### src/rtl/fifo_wr_arbiter_if.sv
// Requester/FIFO-side signal bundle for fifo_wr_arbiter.
// master: arbiter side; slave: requesters and FIFO driving the arbiter.
interface fifo_wr_arbiter_if #(
  parameter int DWIDTH = 4,
  parameter int NREQ   = 4
);
  localparam int GW = $clog2(NREQ);

  logic [NREQ-1:0]        req_valid;
  logic [NREQ*DWIDTH-1:0] req_data;
  logic [NREQ-1:0]        req_ready;
  logic                   full;
  logic                   write_en;
  logic [DWIDTH-1:0]      data_in;
  logic [GW-1:0]          grant_id;
  logic                   busy;

  modport master (
    input  req_valid, req_data, full,
    output req_ready, write_en, data_in, grant_id, busy
  );

  modport slave (
    output req_valid, req_data, full,
    input  req_ready, write_en, data_in, grant_id, busy
  );
endinterface

### src/rtl/fifo_wr_arbiter.sv
// Round-robin arbiter funnelling NREQ requesters into one FIFO write port.
// Define FIFO_ARB_BURST_EN for multi-beat grants of up to BURST_MAX beats; otherwise one beat per grant.
module fifo_wr_arbiter #(
  parameter int DWIDTH    = 4,
  parameter int NREQ      = 4,
  parameter int BURST_MAX = 4
) (
  input  logic              clk,
  input  logic              rst,
  fifo_wr_arbiter_if.master bus
);
  localparam int GW = $clog2(NREQ);

  typedef enum logic {IDLE, GRANT} state_t;

  state_t      r_state, w_state_nxt;
  logic [GW-1:0] r_grant_id, r_last_grant, w_pick;
  logic        w_any_valid, w_valid_g, w_xfer, w_done, w_last_beat;
  int unsigned w_idx;

  // Scan downward so the lowest offset from last_grant+1 is the final (winning) assignment.
  always_comb begin
    w_pick      = r_last_grant;
    w_any_valid = 1'b0;
    w_idx       = 0;
    for (int unsigned i = NREQ; i >= 1; i--) begin
      w_idx = (int'(r_last_grant) + i) % NREQ;
      if (bus.req_valid[w_idx]) begin
        w_pick      = GW'(w_idx);
        w_any_valid = 1'b1;
      end
    end
  end

  assign w_valid_g = bus.req_valid[r_grant_id];
  assign w_xfer    = (r_state == GRANT) && w_valid_g && !bus.full && !rst;

`ifdef FIFO_ARB_BURST_EN
  localparam int CW = (BURST_MAX > 1) ? $clog2(BURST_MAX) : 1;

  logic [CW-1:0] r_beat_cnt;

  assign w_last_beat = (r_beat_cnt == CW'(BURST_MAX - 1));

  always_ff @(posedge clk or posedge rst) begin
    if (rst) begin
      r_beat_cnt <= '0;
    end else if (r_state == IDLE) begin
      r_beat_cnt <= '0;
    end else if (w_xfer) begin
      r_beat_cnt <= r_beat_cnt + 1'b1;
    end
  end
`else
  assign w_last_beat = 1'b1;
`endif

  always_comb begin
    w_state_nxt = r_state;
    w_done      = 1'b0;
    case (r_state)
      IDLE: begin
        if (w_any_valid) w_state_nxt = GRANT;
      end
      GRANT: begin
        w_done = !w_valid_g || (w_xfer && w_last_beat);
        if (w_done) w_state_nxt = IDLE;
      end
      default: w_state_nxt = IDLE;
    endcase
  end

  always_ff @(posedge clk or posedge rst) begin
    if (rst) begin
      r_state      <= IDLE;
      r_grant_id   <= '0;
      r_last_grant <= GW'(NREQ - 1);
    end else begin
      r_state <= w_state_nxt;
      if (r_state == IDLE && w_any_valid) r_grant_id <= w_pick;
      if (r_state == GRANT && w_done) r_last_grant <= r_grant_id;
    end
  end

  // Outputs are gated by rst directly so they drop within the reset cycle.
  always_comb begin
    bus.req_ready = '0;
    if (r_state == GRANT && !bus.full && !rst) bus.req_ready[r_grant_id] = 1'b1;
  end

  assign bus.write_en = w_xfer;
  assign bus.data_in  = rst ? '0 : bus.req_data[int'(r_grant_id)*DWIDTH +: DWIDTH];
  assign bus.grant_id = r_grant_id;
  assign bus.busy     = (r_state == GRANT) && !rst;

endmodule

### src/flat_wrapper.sv
// flat-port wrapper written by rule: the top's interface ports become plain ports
module fifo_wr_arbiter_flat 
#(
  parameter int DWIDTH    = 4,
  parameter int NREQ      = 4,
  parameter int BURST_MAX = 4
)
  (clk, rst, bus_req_valid, bus_req_data, bus_full, bus_req_ready, bus_write_en, bus_data_in, bus_grant_id, bus_busy);
  fifo_wr_arbiter_if #(.DWIDTH(DWIDTH), .NREQ(NREQ)) bus_i ();
  input  logic clk;
  input  logic rst;
  input wire logic [$bits(bus_i.req_valid)-1:0] bus_req_valid;
  input wire logic [$bits(bus_i.req_data)-1:0] bus_req_data;
  input wire logic [$bits(bus_i.full)-1:0] bus_full;
  output wire logic [$bits(bus_i.req_ready)-1:0] bus_req_ready;
  output wire logic [$bits(bus_i.write_en)-1:0] bus_write_en;
  output wire logic [$bits(bus_i.data_in)-1:0] bus_data_in;
  output wire logic [$bits(bus_i.grant_id)-1:0] bus_grant_id;
  output wire logic [$bits(bus_i.busy)-1:0] bus_busy;
  assign bus_i.req_valid = bus_req_valid;
  assign bus_i.req_data = bus_req_data;
  assign bus_i.full = bus_full;
  assign bus_req_ready = bus_i.req_ready;
  assign bus_write_en = bus_i.write_en;
  assign bus_data_in = bus_i.data_in;
  assign bus_grant_id = bus_i.grant_id;
  assign bus_busy = bus_i.busy;
  fifo_wr_arbiter #(.DWIDTH(DWIDTH), .NREQ(NREQ), .BURST_MAX(BURST_MAX)) u_core (.clk(clk), .rst(rst), .bus(bus_i));
endmodule
### config.mk
export PLATFORM = sky130hd
export DESIGN_NAME = fifo_wr_arbiter_flat
export DESIGN_NICKNAME = d
export VERILOG_FILES = /design/src/rtl/fifo_wr_arbiter_if.sv /design/src/rtl/fifo_wr_arbiter.sv /design/src/flat_wrapper.sv
export SDC_FILE = /design/constraint.sdc
export NUM_CORES = 1
export LEC_CHECK = 0
export ABC_CLOCK_PERIOD_IN_PS = 3100
export BUFFER_PORTS_ARGS = -buffer_cell sky130_fd_sc_hd__buf_2
export CAP_MARGIN = 15
export CELL_PAD_IN_SITES_DETAIL_PLACEMENT = 2
export CELL_PAD_IN_SITES_GLOBAL_PLACEMENT = 2
export CORE_UTILIZATION = 22
export DETAILED_ROUTE_END_ITERATION = 6
export PLACE_DENSITY = 0.87
export SLEW_MARGIN = 25
export SYNTH_ARGS = -nofsm -noshare
export SYNTH_HDL_FRONTEND = slang
export SYNTH_SLANG_ARGS = --single-unit
### constraint.sdc
create_clock -name clk -period 3.1 [get_ports clk]
set_input_delay 0.62 -clock clk [delete_from_list [all_inputs] [get_ports clk]]
set_output_delay 0.62 -clock clk [all_outputs]
set_load 0.1 [all_outputs]
After elaboration in Yosys (flattened, before gate mapping)
Index checks and enable logic that the tools add are counted.

Flip-flop bits (word level): 5. Bits of input ports: 23. Word-level logic and storage cells: 54.

Add/subtract/negate cells: 4. $lt $le $gt $ge: 6. Shift-type cells: 1. Mux-type cells: 26. Bitwise operators: 1. Reduce and logical (&&, ||, !) cells: 13.

Operators with widths (number): $shiftx A16 B5 Y4 (1); $lt A2 B3 Y1 const B (5); $mux W1 (13); $bmux W1 S2 (5); $logic_and A1 B1 Y1 (9); $mux W2 (4); $mux W4 (2); $add A2 B1 Y2 const B (2); $add A2 B2 Y2 const B (2); $logic_not A1 Y1 (3); $demux W1 S2 (1); $ge A2 B1 Y1 const B (1); $pmux W1 S2 (1); $logic_or A1 B1 Y1 (1); $not A1 Y1 (1).

Logic depth before layout (Yosys ltp)
Depth after elaboration: 9. Mapped depth: 4. Gate-level depth less buffers: 4.

Worst setup path after synthesis
No wires, ideal clock.

Path kind: input -> output. From: input port rst. To: output port bus_req_ready[1]. Arrival: 3.479 ns. Data required time: 2.480 ns. Setup slack: -0.999 ns. Cell stages on the path: 3. Cell sequence: and2b_4 -> nand2b_1 -> nor3b_1.

Longest elaborated chain between the ends: 3.

Ends and longest elaborated chain: start, declared (RTL line flat_wrapper.sv:11) `input logic rst;`; $logic_not A1 Y1 (RTL line fifo_wr_arbiter.sv:88) `if (r_state == GRANT && !bus.full && !rst) bus.req_ready[r_grant_id] = 1'b1;`; $logic_and A1 B1 Y1 (RTL line fifo_wr_arbiter.sv:88); $mux W4 (RTL line fifo_wr_arbiter.sv:88); end, declared (RTL line flat_wrapper.sv:15) `output wire logic [$bits(bus_i.req_ready)-1:0] bus_req_ready;`.

No other way between the ends.

Final worst setup path
From: register u_core.r_grant_id[0] (netlist: u_core.bus.grant_id[0]). To: output port bus_write_en.

Longest elaborated chain between the ends: 5.

Ends and longest elaborated chain: start, declared (RTL line fifo_wr_arbiter.sv:17) `logic [GW-1:0] r_grant_id, r_last_grant, w_pick;`; start signal, assigned (RTL line fifo_wr_arbiter.sv:80) `if (r_state == IDLE && w_any_valid) r_grant_id <= w_pick;`; $bmux W1 S2 (RTL line fifo_wr_arbiter.sv:35) `assign w_valid_g = bus.req_valid[r_grant_id];`; $mux W1 (implied by the code) (RTL line fifo_wr_arbiter.sv:35); $logic_and A1 B1 Y1 (3 in series) (RTL line fifo_wr_arbiter.sv:36) `assign w_xfer = (r_state == GRANT) && w_valid_g && !bus.full && !rst;`; end, declared (RTL line flat_wrapper.sv:16) `output wire logic [$bits(bus_i.write_en)-1:0] bus_write_en;`.

No other way between the ends. The select of a mux whose other input is x is not followed.

==> summary.txt <==
PnR worst setup slack = 0.528 ns
# Post-CTS Setup Buffers = 0
Area of the multi-input gates = 370 um^2
CP Class = reg2out
Vias after detailed routing = 562
Mapped cell area = 509 um^2
VDD IR max = 0.509 mV
Max-cap violations = 0
Rows = 17
Max Clk Rate = 389 MHz
Worst path max stage delay = 0.68 ns
Top Family by Delay on Critical Path = flip-flops
WP data required = 2.48 ns
Total track usage = 0.154
Largest net degree at the start of global routing = 16
DRC = 0
CTS HTree Levels = 1
Area Growth Syn to Fin = 44.7%
Clock root cell = clkbuf_4
CTS resizes = 0
Power Dens Cells = 1170 nW/um^2
Maximum fanout along the worst path = 13
Final GP Congestion = 0.670
Routed WL = 1710 um
CP endpoint kind = output pin
Yosys warning total = 0
Port bufs = 34
First-pass GRT wire length = 2820 um
Ant diodes = 0
CP dominant cell by count = mux2i_1
Comb pwr share = 0.670
Worst Path Arrival = 1.95 ns
Worst skew pair latency = 0.24 ns
P_sw = 529 uW
Register clock-pin slew on the reported worst setup and hold paths = 0.05 ns
Core area = 2190 um^2
Setup violators final = 0
DIE AREA = 2510 um^2
Setup TNS Final = 0 ns
Fin. Hold Viols = 0
Initial antenna violation count = 0
TritonCTS clock tree = built
Seq/Total Area, Yosys = 0.251
Drt pass-1 iters = 2
Clk sinks = 5
Vias in the first global route = 614
Worst slack at placement = 0.730 ns
Die Width = 50.1 um
#FFs+latches synth = 5
Skew final = 0.000789 ns
Vias per std cell = 4.68
Clock period minus worst slack = 2.57 ns
Nets = 116
Clock Path Buffers = 2
RSZ-0062 raised after global routing = no
Hold_buf cts = 0
Worst setup SP type = flop
Worst-Margin Slew = 0.589 ns
Share of post-route cells with drive strength above 1 = 0.554
Die H = 50.1 um
DRT iter0 DRCs = 1
Worst relative slew slack = 0.607
Mean post-synth cell area = 9.09 um^2
Max-slew violations = 0
Worst path cell trace = mux2i_1 > mux2i_1 > and2_1 > buf_2
Register Area = 128 um^2
Fill count = 266
Antenna-violating nets left = 0
Crit share post-route = 0.830
Status = finished, final reports clean
Initial core utilization = 0.232
Worst Hold Class = in2async
Reg2Reg Launch Point = u_core.bus.grant_id[0]$_DFFE_PP0P_
Synth unique cells = 23
Post-Synthesis Cells = 56
Num CTS Buffers = 3
HPWL Detailed = 1400 um
Clock share of power = 0.090
Int Power = 332 uW
Wire length per cell = 14.3 um
Crit path buf inv count = 1
Syn_nets = 79
Slowest-stage cell, CP = dfrtp_1
P_leak = 0.000354 uW
Net Sw Frac = 0.614
Overflow after GRT = 0
Launch point of the critical path = u_core.bus.grant_id[0]$_DFFE_PP0P_
Sequential power share = 0.240
Num ports = 35
cell usage in the layout (no fill, tap or decap):
master    instances
a21oi_1           7
a31oi_1           1
and2_1            5
and2b_4           1
and3_2            1
buf_2            34
clkbuf_1          1
clkbuf_4          3
dfrtp_1           3
dfstp_2           2
inv_1             2
mux2_2            2
mux2i_1           3
mux4_2            4
nand2_1           2
nand2b_1          4
nand3_1           1
nor2_1            5
nor2_2            1
nor2b_1           2
nor3_2            1
nor3b_2           2
o211ai_1          1
o21ai_0           4
metal layers:
metal / GRT usage / vias up / routed length, um
li1: - / 273 / -
met3: 0.0710 / 0 / 145
met1: 0.164 / 265 / 765
met4: 0.0571 / 0 / 0
met2: 0.262 / 24 / 802
met5: 0 / - / 0
sequential cells by signal, indices dropped and copies added, names as in the netlist:
signal               flops
u_core.bus.grant_id      2
u_core.r_state           1
u_core.r_last_grant      2
power groups by stage:
stage                     clock network [uW]  registers [uW]  logic [uW]
after CTS                               82.7             207         582
after global routing                    88.2             219         608
after floorplan                            0             243         451
after detailed placement                   0             208         580
after global placement                     0             204         567
final                                   77.5             206         577
cells in the mapped netlist (all sizes together):
| library cell | instances | area, um^2 |
|---|---|---|
| mux4 | 4 | 90.1 |
| mux2 | 2 | 22.5 |
| nor3 | 1 | 5.00 |
| nand3 | 1 | 5.00 |
| and3 | 1 | 7.51 |
| inv | 2 | 7.51 |
| nand2b | 4 | 25.0 |
| o21ai | 4 | 20.0 |
| nand2 | 2 | 7.51 |
| and2 | 5 | 31.3 |
| a21oi | 7 | 35.0 |
| nor2b | 2 | 12.5 |
| and2b | 1 | 10.0 |
| nor2 | 6 | 22.5 |
| dfrtp | 3 | 75.1 |
| a31oi | 1 | 6.26 |
| o211ai | 1 | 7.51 |
| nor3b | 2 | 20.0 |
| buf | 2 | 16.3 |
| dfstp | 2 | 52.6 |
| mux2i | 3 | 30.0 |
per-stage QoR:
| stage | instances | hold slack [ns] | utilization | power (uW) | area [um^2] |
|---|---|---|---|---|---|
| 3_5_place_dp | 116 | 0.495 | 0.324 | 788 | 711 |
| 2_1_floorplan | 56 | 0.418 | - | 693 | 522 |
| 3_3_place_gp | 116 | 0.480 | 0.324 | 771 | 711 |
| 6_report | 120 | 0.343 | 0.336 | 861 | 737 |
| 4_1_cts | 120 | 0.340 | 0.336 | 871 | 737 |
| 5_1_grt | 120 | 0.348 | 0.336 | 916 | 737 |
worst reg2reg max path: cells and delay by family (launching register included):
| family | cells | cell delay, ns |
|---|---|---|
| mux | 2 | 0.75 |
| compound gates | 1 | 0.14 |
| simple gates | 1 | 0.12 |
| flops | 1 | 0.68 |
cells by family after synthesis:
logic type / after synthesis / synth area share
muxes: 9 / 0.280
buffers and inverters: 4 / 0.0467
DFF: 5 / 0.251
and+or+nand+nor: 25 / 0.287
AOI/OAI and AO/OA: 13 / 0.135
path summary, 6_finish.rpt:
path	to	slack (ns)	cells past startpoint
worst min-delay path	u_core.r_state$_DFF_PP0_	0.34	2
max in group asynchronous	u_core.r_last_grant[0]$_DFFE_PP1P_	2.47	2
worst max-delay path	bus_write_en	0.53	4
worst min register to register	u_core.r_last_grant[1]$_DFFE_PP1P_	0.49	2
min in group clk	u_core.r_last_grant[1]$_DFFE_PP1P_	0.49	2
worst max register to register	u_core.r_last_grant[0]$_DFFE_PP1P_	1.33	4
area by class of cell:
| type | instances | share of cell area |
|---|---|---|
| Inverter | 2 | 0.0102 |
| Sequential cell | 5 | 0.173 |
| Timing Repair Buffer | 34 | 0.231 |
| Tap cell | 28 | 0.0475 |
| Multi-Input combinational cell | 47 | 0.503 |
| Clock buffer | 4 | 0.0357 |
No activity file was read; power rests on OpenSTA's default activity.
